==> config.mk <==
export PLATFORM = sky130hd
export DESIGN_NAME = scarv_soc_intc
export DESIGN_NICKNAME = d
export VERILOG_FILES = /design/src/rtl/scarv_soc_intc_pkg.sv /design/src/rtl/scarv_soc_intc_prio.sv /design/src/rtl/scarv_soc_intc.sv
export SDC_FILE = /design/constraint.sdc
export NUM_CORES = 1
export LEC_CHECK = 0
export CAP_MARGIN = 20
export CORE_ASPECT_RATIO = 1.4
export CORE_UTILIZATION = 35
export DETAILED_ROUTE_END_ITERATION = 12
export PLACE_DENSITY = 0.75
export SLEW_MARGIN = 10
export SYNTH_ARGS = -nofsm -noshare
export SYNTH_HDL_FRONTEND = slang
export SYNTH_SLANG_ARGS = --single-unit
==> constraint.sdc <==
create_clock -name f_clk -period 2.42 [get_ports f_clk]
set_clock_uncertainty 0.05 [all_clocks]
set_input_delay 0.484 -clock f_clk [delete_from_list [all_inputs] [get_ports f_clk]]
set_output_delay 0.484 -clock f_clk [all_outputs]
set_load 0.01 [all_outputs]
==> src/rtl/scarv_soc_intc_pkg.sv <==
// scarv_soc_intc_pkg: register map and shared constants for the SoC interrupt controller
package scarv_soc_intc_pkg;
  localparam logic [31:0] INTC_PENDING  = 32'h00;
  localparam logic [31:0] INTC_ENABLE   = 32'h04;
  localparam logic [31:0] INTC_MODE     = 32'h08;
  localparam logic [31:0] INTC_CLAIM    = 32'h0C;
  localparam logic [31:0] INTC_NO_CLAIM = 32'hFFFF_FFFF;
  localparam int          INTC_MAX_SRC  = 32;
endpackage

==> src/rtl/scarv_soc_intc_prio.sv <==
// scarv_soc_intc_prio: lowest-index-wins priority encoder
module scarv_soc_intc_prio #(
  parameter int N = 8
) (
  input  logic [N-1:0] req,
  output logic         valid,
  output logic [4:0]   index
);
  always_comb begin
    index = '0;
    for (int i = N - 1; i >= 0; i--) if (req[i]) index = 5'(i);
  end
  assign valid = |req;
endmodule

==> src/rtl/scarv_soc_intc.sv <==
// scarv_soc_intc: edge/level maskable interrupt aggregator with a memory-mapped claim register
module scarv_soc_intc
  import scarv_soc_intc_pkg::*;
#(
  parameter int                  NUM_SRC      = 8,
  parameter logic [NUM_SRC-1:0]  RESET_ENABLE = '0,
  parameter logic [NUM_SRC-1:0]  RESET_MODE   = '1
) (
  input  logic               f_clk,
  input  logic               g_reset,
  input  logic [NUM_SRC-1:0] src,
  input  logic               mem_req,
  output logic               mem_gnt,
  input  logic               mem_wen,
  input  logic [3:0]         mem_strb,
  input  logic [31:0]        mem_addr,
  input  logic [31:0]        mem_wdata,
  output logic               mem_recv,
  input  logic               mem_ack,
  output logic               mem_error,
  output logic [31:0]        mem_rdata,
  output logic               int_ext,
  output logic [31:0]        int_ext_cause
);
  localparam logic [NUM_SRC-1:0] ONE = 1;
  logic [NUM_SRC-1:0] src_q, pending, enable, mode, active, smask, wd, w1c, claim_clr, pend_n;
  logic [31:0] sel, lane, rdata_n;
  logic        accept, bad, wr, rd, valid;
  logic [4:0]  index;
  logic        unused;
  assign accept = mem_req & mem_gnt;
  assign mem_gnt = !mem_recv | mem_ack;
  assign sel = {27'd0, mem_addr[4:2], 2'd0};
  assign bad = mem_addr[4];
  assign wr = accept & mem_wen & !bad;
  assign rd = accept & !mem_wen & !bad;
  assign lane = {{8{mem_strb[3]}}, {8{mem_strb[2]}}, {8{mem_strb[1]}}, {8{mem_strb[0]}}};
  assign smask = lane[NUM_SRC-1:0];
  assign wd = mem_wdata[NUM_SRC-1:0];
  assign active = pending & enable;
  scarv_soc_intc_prio #(.N(NUM_SRC)) u_prio (
    .req   (active),
    .valid (valid),
    .index (index)
  );
  assign w1c = (wr && sel == INTC_PENDING) ? smask & wd : '0;
  assign claim_clr = (rd && sel == INTC_CLAIM && valid) ? ONE << index : '0;
  // a fresh edge always beats a clear; level sources just track the line
  assign pend_n = (mode & ((pending & ~w1c & ~claim_clr) | (src & ~src_q))) | (~mode & src);
  assign rdata_n = (bad || mem_wen) ? '0 :
                   sel == INTC_PENDING ? 32'(pending) :
                   sel == INTC_ENABLE  ? 32'(enable)  :
                   sel == INTC_MODE    ? 32'(mode)    :
                   valid               ? 32'(index)   : INTC_NO_CLAIM;
  assign unused = ^{mem_addr[31:5], mem_addr[1:0], mem_wdata, lane};
  always_ff @(posedge f_clk) begin
    if (g_reset) begin
      src_q         <= '0;
      pending       <= '0;
      enable        <= RESET_ENABLE;
      mode          <= RESET_MODE;
      int_ext       <= 1'b0;
      int_ext_cause <= '0;
      mem_recv      <= 1'b0;
      mem_error     <= 1'b0;
      mem_rdata     <= '0;
    end else begin
      src_q         <= src;
      pending       <= pend_n;
      int_ext       <= |active;
      int_ext_cause <= 32'(index);
      if (wr && sel == INTC_ENABLE) enable <= (enable & ~smask) | (wd & smask);
      if (wr && sel == INTC_MODE) mode <= (mode & ~smask) | (wd & smask);
      if (accept) begin
        mem_recv  <= 1'b1;
        mem_error <= bad;
        mem_rdata <= rdata_n;
      end else if (mem_ack) begin
        mem_recv  <= 1'b0;
      end
    end
  end
endmodule

==> results.ini, run 1 <==
[synthesis]
synth_top_area_frac=0.368
synth-main-ff-cell=sky130_fd_sc_hd__dfxtp_1
commonest_cells_post_synth=sky130_fd_sc_hd__buf_4 (52), sky130_fd_sc_hd__nand2_1 (52), sky130_fd_sc_hd__dfxtp_1 (47)
cell_taking_the_most_area_after_synthesis=sky130_fd_sc_hd__dfxtp_1
synth_edf_count=0
netlist_top_cells_area=sky130_fd_sc_hd__dfxtp_1 (37%), sky130_fd_sc_hd__buf_4 (15%), sky130_fd_sc_hd__nand2_1 (7.6%)
yosys_warnings=0
yosys_register_bits=47
asyncSetResetFlopFracSynth=0
synth.lib_cells_used.distinct=48
syn_area_per_cell_um2=8.15
synth.cell_area_um2=2560
synth_sequential_area_ratio=0.368
syn_inst=314

[global_routing]
total_overflow_reported_by_the_global_router=0
grt_antenna_before_repair=0
via_count_of_the_first_global_routing_pass=2056
gr-usage-met1=0.182
global_route_wire_length_before_repair_um=9440
grt_most_used_layer=met2
grtUsageMet2=0.281
met3_usage=0.0252
grt_usage=0.162
pin_count_of_the_biggest_net_entering_global_routing=26

[floorplanning]
floorplan.die.height_um=103
initial_standard_cell_utilization_of_the_core=0.364
core.rowCount=36
top_level_ports=149
core_footprint_um2=7030
die_area_um2=7660
fp.dieW_um=74.3

[timing]
final_report_setup_violation_count=0
fin_crit_ns=2.24
rsz0062_at_grt=no
hold-worst-slack_ns=0.408
hold_viol=0
slew-limit-headroom=0.570
worst-slew-pin-transition_ns=0.644
layout_worst_path_cycle_share=0.924
timing.setup.tns_ns=0
max_freq_mhz=447
timing_max_transition_violations_final=0

[finish]
post-route-cell-area_um2=3160
area_growth_syn_to_layout_pct=23.4
insertedDiodeCount=0
layout-drive-gt1-share=0.0831
regArea_um2=941
multi_input_comb_area_um2=1270
nets=442
final.fill_count=708
final_core_util=0.449

[worst_setup_path]
setup.worst_path.end_class=output port
series_of_cell_instances_along_the_critical_path=clkdlybuf4s50_1
critical_path.max_fanout=25
setup_crit_path_kind=flip-flop to output port
worst_path_dominant_cell_family=flip-flops
setup.worst_path.start_class=flip-flop
worst_path_max_delay_cell=sky130_fd_sc_hd__dfxtp_1
r2r_setup_slack_ns=0.66
worst-endpoint-arrival_ns=1.70
critPathMaxStageDelay_ns=0.74
cp_num_buf_inv=1
cp_data_required_time_ns=1.89

[clock_tree]
cts_tree=built
cts-root-to-sink-buffers=2
number_of_cells_upsized_or_downsized_after_cts=0
cts_buffers=5
clk_root_buffer_cell=sky130_fd_sc_hd__clkbuf_8
cts.clk_slew.worst_paths_ns=0.08
holdBufCountCts=0
h-tree-depth=2
clock_latency_ns=0.30
cts_setup_buffers=0
cts.sinks=47

[pwr]
ir_worst_vdd_v=0.000246
power_leakage_nw=1.31
power.density_nw_per_um2=489

[drt]
drt_pre_antenna_iters=4
drc_errors=0
routed_wirelength_um=5860
via_count=2246
vias_per_cell=4.93
drt-initial-drc-count=152
route.antenna.remaining_nets=0
wire_per_inst_um=12.9

[outcome]
run_status=finished clean

[placement]
placed_area_um2=3070
detailedPlacementHpwl_um=4550
place.port_buffers=63
gp_routability_congestion=0.864

[hold_path]
hold_path_class=flip-flop to flip-flop

[job]
max-cap-violations=0

## placed cells by master, fill, tap and decap left out, types with 4 or more instances in the layout
cell	count
sky130_fd_sc_hd__clkdlybuf4s50_1	63
sky130_fd_sc_hd__a22oi_1	5
sky130_fd_sc_hd__a21oi_1	14
sky130_fd_sc_hd__buf_4	14
sky130_fd_sc_hd__a22o_1	5
sky130_fd_sc_hd__dfxtp_1	47
sky130_fd_sc_hd__nor2b_1	12
sky130_fd_sc_hd__nand2b_1	5
sky130_fd_sc_hd__mux2i_1	8
sky130_fd_sc_hd__o21ai_0	10
sky130_fd_sc_hd__and2_1	4
sky130_fd_sc_hd__nand2_1	52
sky130_fd_sc_hd__nor2_1	27
sky130_fd_sc_hd__nand3_1	12
sky130_fd_sc_hd__a211oi_1	9
sky130_fd_sc_hd__conb_1	29
sky130_fd_sc_hd__clkbuf_8	6
## worst reg2reg max path: stages, from the launching register on
cell and delay [ns]:
sky130_fd_sc_hd__dfxtp_1 0.44, sky130_fd_sc_hd__nand2_1 0.08, sky130_fd_sc_hd__a32o_1 0.29, sky130_fd_sc_hd__a211oi_2 0.34
sky130_fd_sc_hd__o211ai_1 0.20, sky130_fd_sc_hd__a41o_1 0.27
## cell type report
type	count	area share
Tap cell	95	0.0376
Clock inverter	1	0.00158
Timing Repair Buffer	77	0.233
Inverter	2	0.00238
Clock buffer	6	0.0261
Sequential cell	47	0.298
Multi-Input combinational cell	228	0.401
## per-layer routing
layer | wire [µm] | part of all wire
met5 | 0 | 0
met4 | 170 | 0.029
met3 | 370 | 0.063
met2 | 2980 | 0.51
met1 | 2350 | 0.40
## through the flow
step | power (mW) | std cells | worst slack [ns]
2_1_floorplan | 1.01 | 342 | 0.579
3_3_place_gp | 1.08 | 449 | 0.105
3_5_place_dp | 1.08 | 449 | 0.0871
4_1_cts | 1.55 | 456 | 0.139
5_1_grt | 1.60 | 456 | 0.0758
6_report | 1.54 | 456 | 0.183
## cell families after synthesis
| logic type | after synthesis | share of synthesized area |
|---|---|---|
| AND/OR/NAND/NOR | 127 | 0.240 |
| buffers and inverters | 67 | 0.178 |
| AO/OA/AOI/OAI | 62 | 0.173 |
| flip-flops | 47 | 0.368 |
| multiplexers | 10 | 0.0401 |
| other | 1 | 0.00146 |
## power breakdown
part           internal (mW)  switching, mW
sequential             0.804         0.0300
combinational          0.115          0.118
clock                  0.224          0.251
## worst paths after layout
check / end / cells past startpoint / from
max: mem_rdata[8] / 1 / mem_rdata[30]$_SDFFE_PP0N_
min: mem_error$_SDFFE_PP0N_ / 2 / mem_error$_SDFFE_PP0N_
max reg2reg: mem_rdata[0]$_SDFFE_PP0N_ / 5 / pending[6]$_SDFF_PP0_
min reg2reg: mem_error$_SDFFE_PP0N_ / 2 / mem_error$_SDFFE_PP0N_
(Power assumes the default switching activity.)
==> run 2, diff against run 1 <==
CORE_ASPECT_RATIO = 1.25   (was 1.4)
CORE_MARGIN = 10   (was default)
==> results.ini, run 2 (synthesis results as in run 1) <==
[timing]
timing_max_transition_violations_final=0
rsz0062_at_grt=no
timing.setup.tns_ns=0
final.setup.worst_slack_ns=0.241
final_report_setup_violation_count=0
max_freq_mhz=459
hold_viol=0
layout_worst_path_cycle_share=0.901
fin_crit_ns=2.18

[global_routing]
global_route_wire_length_before_repair_um=10500
grt_antenna_before_repair=0
total_overflow_reported_by_the_global_router=0
via_count_of_the_first_global_routing_pass=2215
pin_count_of_the_biggest_net_entering_global_routing=32
grt_usage=0.116

[placement]
number_of_cells_in_the_design_after_placement=444
place.port_buffers=63
gp_routability_congestion=0.882
preCtsSetupSlack_ns=0.0238
placed_area_um2=3060
detailedPlacementHpwl_um=5260

[clock_tree]
clock_latency_ns=0.31
cts-root-to-sink-buffers=2
cts.clk_slew.worst_paths_ns=0.08
clk_root_buffer_cell=sky130_fd_sc_hd__clkbuf_8
cts_setup_buffers=0
h-tree-depth=2
cts.sinks=47
cts_tree=built
cts_buffers=5
holdBufCountCts=0

[hold_path]
timing.hold.worst_path_depth=2
hold_path_class=flip-flop to flip-flop

[job]
max-cap-violations=0

[drt]
vias_per_cell=4.96
wire_per_inst_um=15.0
routed_wirelength_um=6760
drt_pre_antenna_iters=5
drc_errors=0
via_count=2242
drt-initial-drc-count=137
route.antenna.remaining_nets=0

[worst_setup_path]
r2r_cells=5
worst_path_max_delay_cell=sky130_fd_sc_hd__clkdlybuf4s50_1
setup.worst_path.start_class=input pin
path_common_cell=sky130_fd_sc_hd__clkdlybuf4s50_1
worst-endpoint-arrival_ns=1.65
series_of_cell_instances_along_the_critical_path=clkdlybuf4s50_1, nor2b_1, inv_2, clkdlybuf4s50_1
critical_path.max_fanout=5
cp_data_required_time_ns=1.89
setup.worst_path.end_class=output port
critPathMaxStageDelay_ns=0.49
setup_crit_path_kind=input pin to output port

[finish]
area_growth_syn_to_layout_pct=24.3
most_common_cell_after_layout_fill_and_taps_aside=sky130_fd_sc_hd__clkdlybuf4s50_1
layoutNonFillerInstCount=452
nets=442
most-common-layout-cells=sky130_fd_sc_hd__clkdlybuf4s50_1 (63), sky130_fd_sc_hd__nand2_1 (52), sky130_fd_sc_hd__dfxtp_1 (46)
final_core_util=0.451
layout-drive-gt1-share=0.0884
post-route-cell-area_um2=3180
insertedDiodeCount=0

[pwr]
clock_power_share=0.358
share_comb_of_total_power=0.142
ir_worst_vdd_v=0.000239
intPower_mw=1.25
power.density_nw_per_um2=524
power_leakage_nw=1.32
total_switching_power_mw=0.414
power_share_of_the_sequential_group=0.500
sw_frac_of_total=0.248

[floorplanning]
core.rowCount=34
floorplan.die.height_um=116
initial_standard_cell_utilization_of_the_core=0.363
die_area_um2=11200
core_footprint_um2=7060
fp.dieW_um=96.5
top_level_ports=149

[outcome]
run_status=finished clean

[run 2: final cells by class]
cell class / instances / area, µm²
Multi-Input combinational cell: 228 / 1270
Clock buffer: 6 / 82.6
Sequential cell: 47 / 942
Timing Repair Buffer: 77 / 736
Tap cell: 90 / 113
Clock inverter: 2 / 35.0
Fill cell: 711 / 3880
Inverter: 2 / 7.51
[run 2: path summary, 6_finish.rpt]
| path | start | slack, ns | to |
|---|---|---|---|
| setup / recovery | mem_ack | 0.24 | mem_gnt |
| hold / removal | mem_rdata[7]$_SDFFE_PP0N_ | 0.42 | mem_rdata[7]$_SDFFE_PP0N_ |
| setup reg to reg | pending[6]$_SDFF_PP0_ | 0.55 | mem_rdata[0]$_SDFFE_PP0N_ |
| hold reg to reg | mem_rdata[7]$_SDFFE_PP0N_ | 0.42 | mem_rdata[7]$_SDFFE_PP0N_ |
[run 2: timing repair]
action                                  in CTS  in global routing
hold endpoints to repair                     0                  0
resized for setup                            0                  1
endpoints found under the setup margin       0                 24
[run 2: per-layer routing]
layer | track usage | wire length, µm
met1 | 0.130 | 2610
met2 | 0.196 | 3130
met5 | 0 | 0
met3 | 0.0375 | 915
met4 | 0.0456 | 106
[run 2: metrics by stage]
stage / total power, mW / hold slack [ns]
2_1_floorplan: 1.01 / 0.393
3_3_place_gp: 1.08 / 0.392
3_5_place_dp: 1.09 / 0.401
4_1_cts: 1.68 / 0.414
5_1_grt: 1.73 / 0.435
6_report: 1.67 / 0.415
[run 2: power groups by stage]
stage	Clock [mW]	Combinational, mW	Sequential (mW)
2_1_floorplan	0	0.170	0.844
3_3_place_gp	0	0.230	0.850
3_5_place_dp	0	0.235	0.851
4_1_cts	0.606	0.236	0.833
5_1_grt	0.634	0.260	0.839
6_report	0.596	0.237	0.834
[run 2: worst max-delay path, delay by kind of cell]
family / cells / cell delay [ns]
buffers and inverters: 3 / 0.97
and+or+nand+nor: 1 / 0.18
==> run 3, diff against run 2 <==
ABC_CLOCK_PERIOD_IN_PS = 2420   (was default)
==> results of run 3 <==
The final DEF is identical to that of run 2; final timing and power are the same.
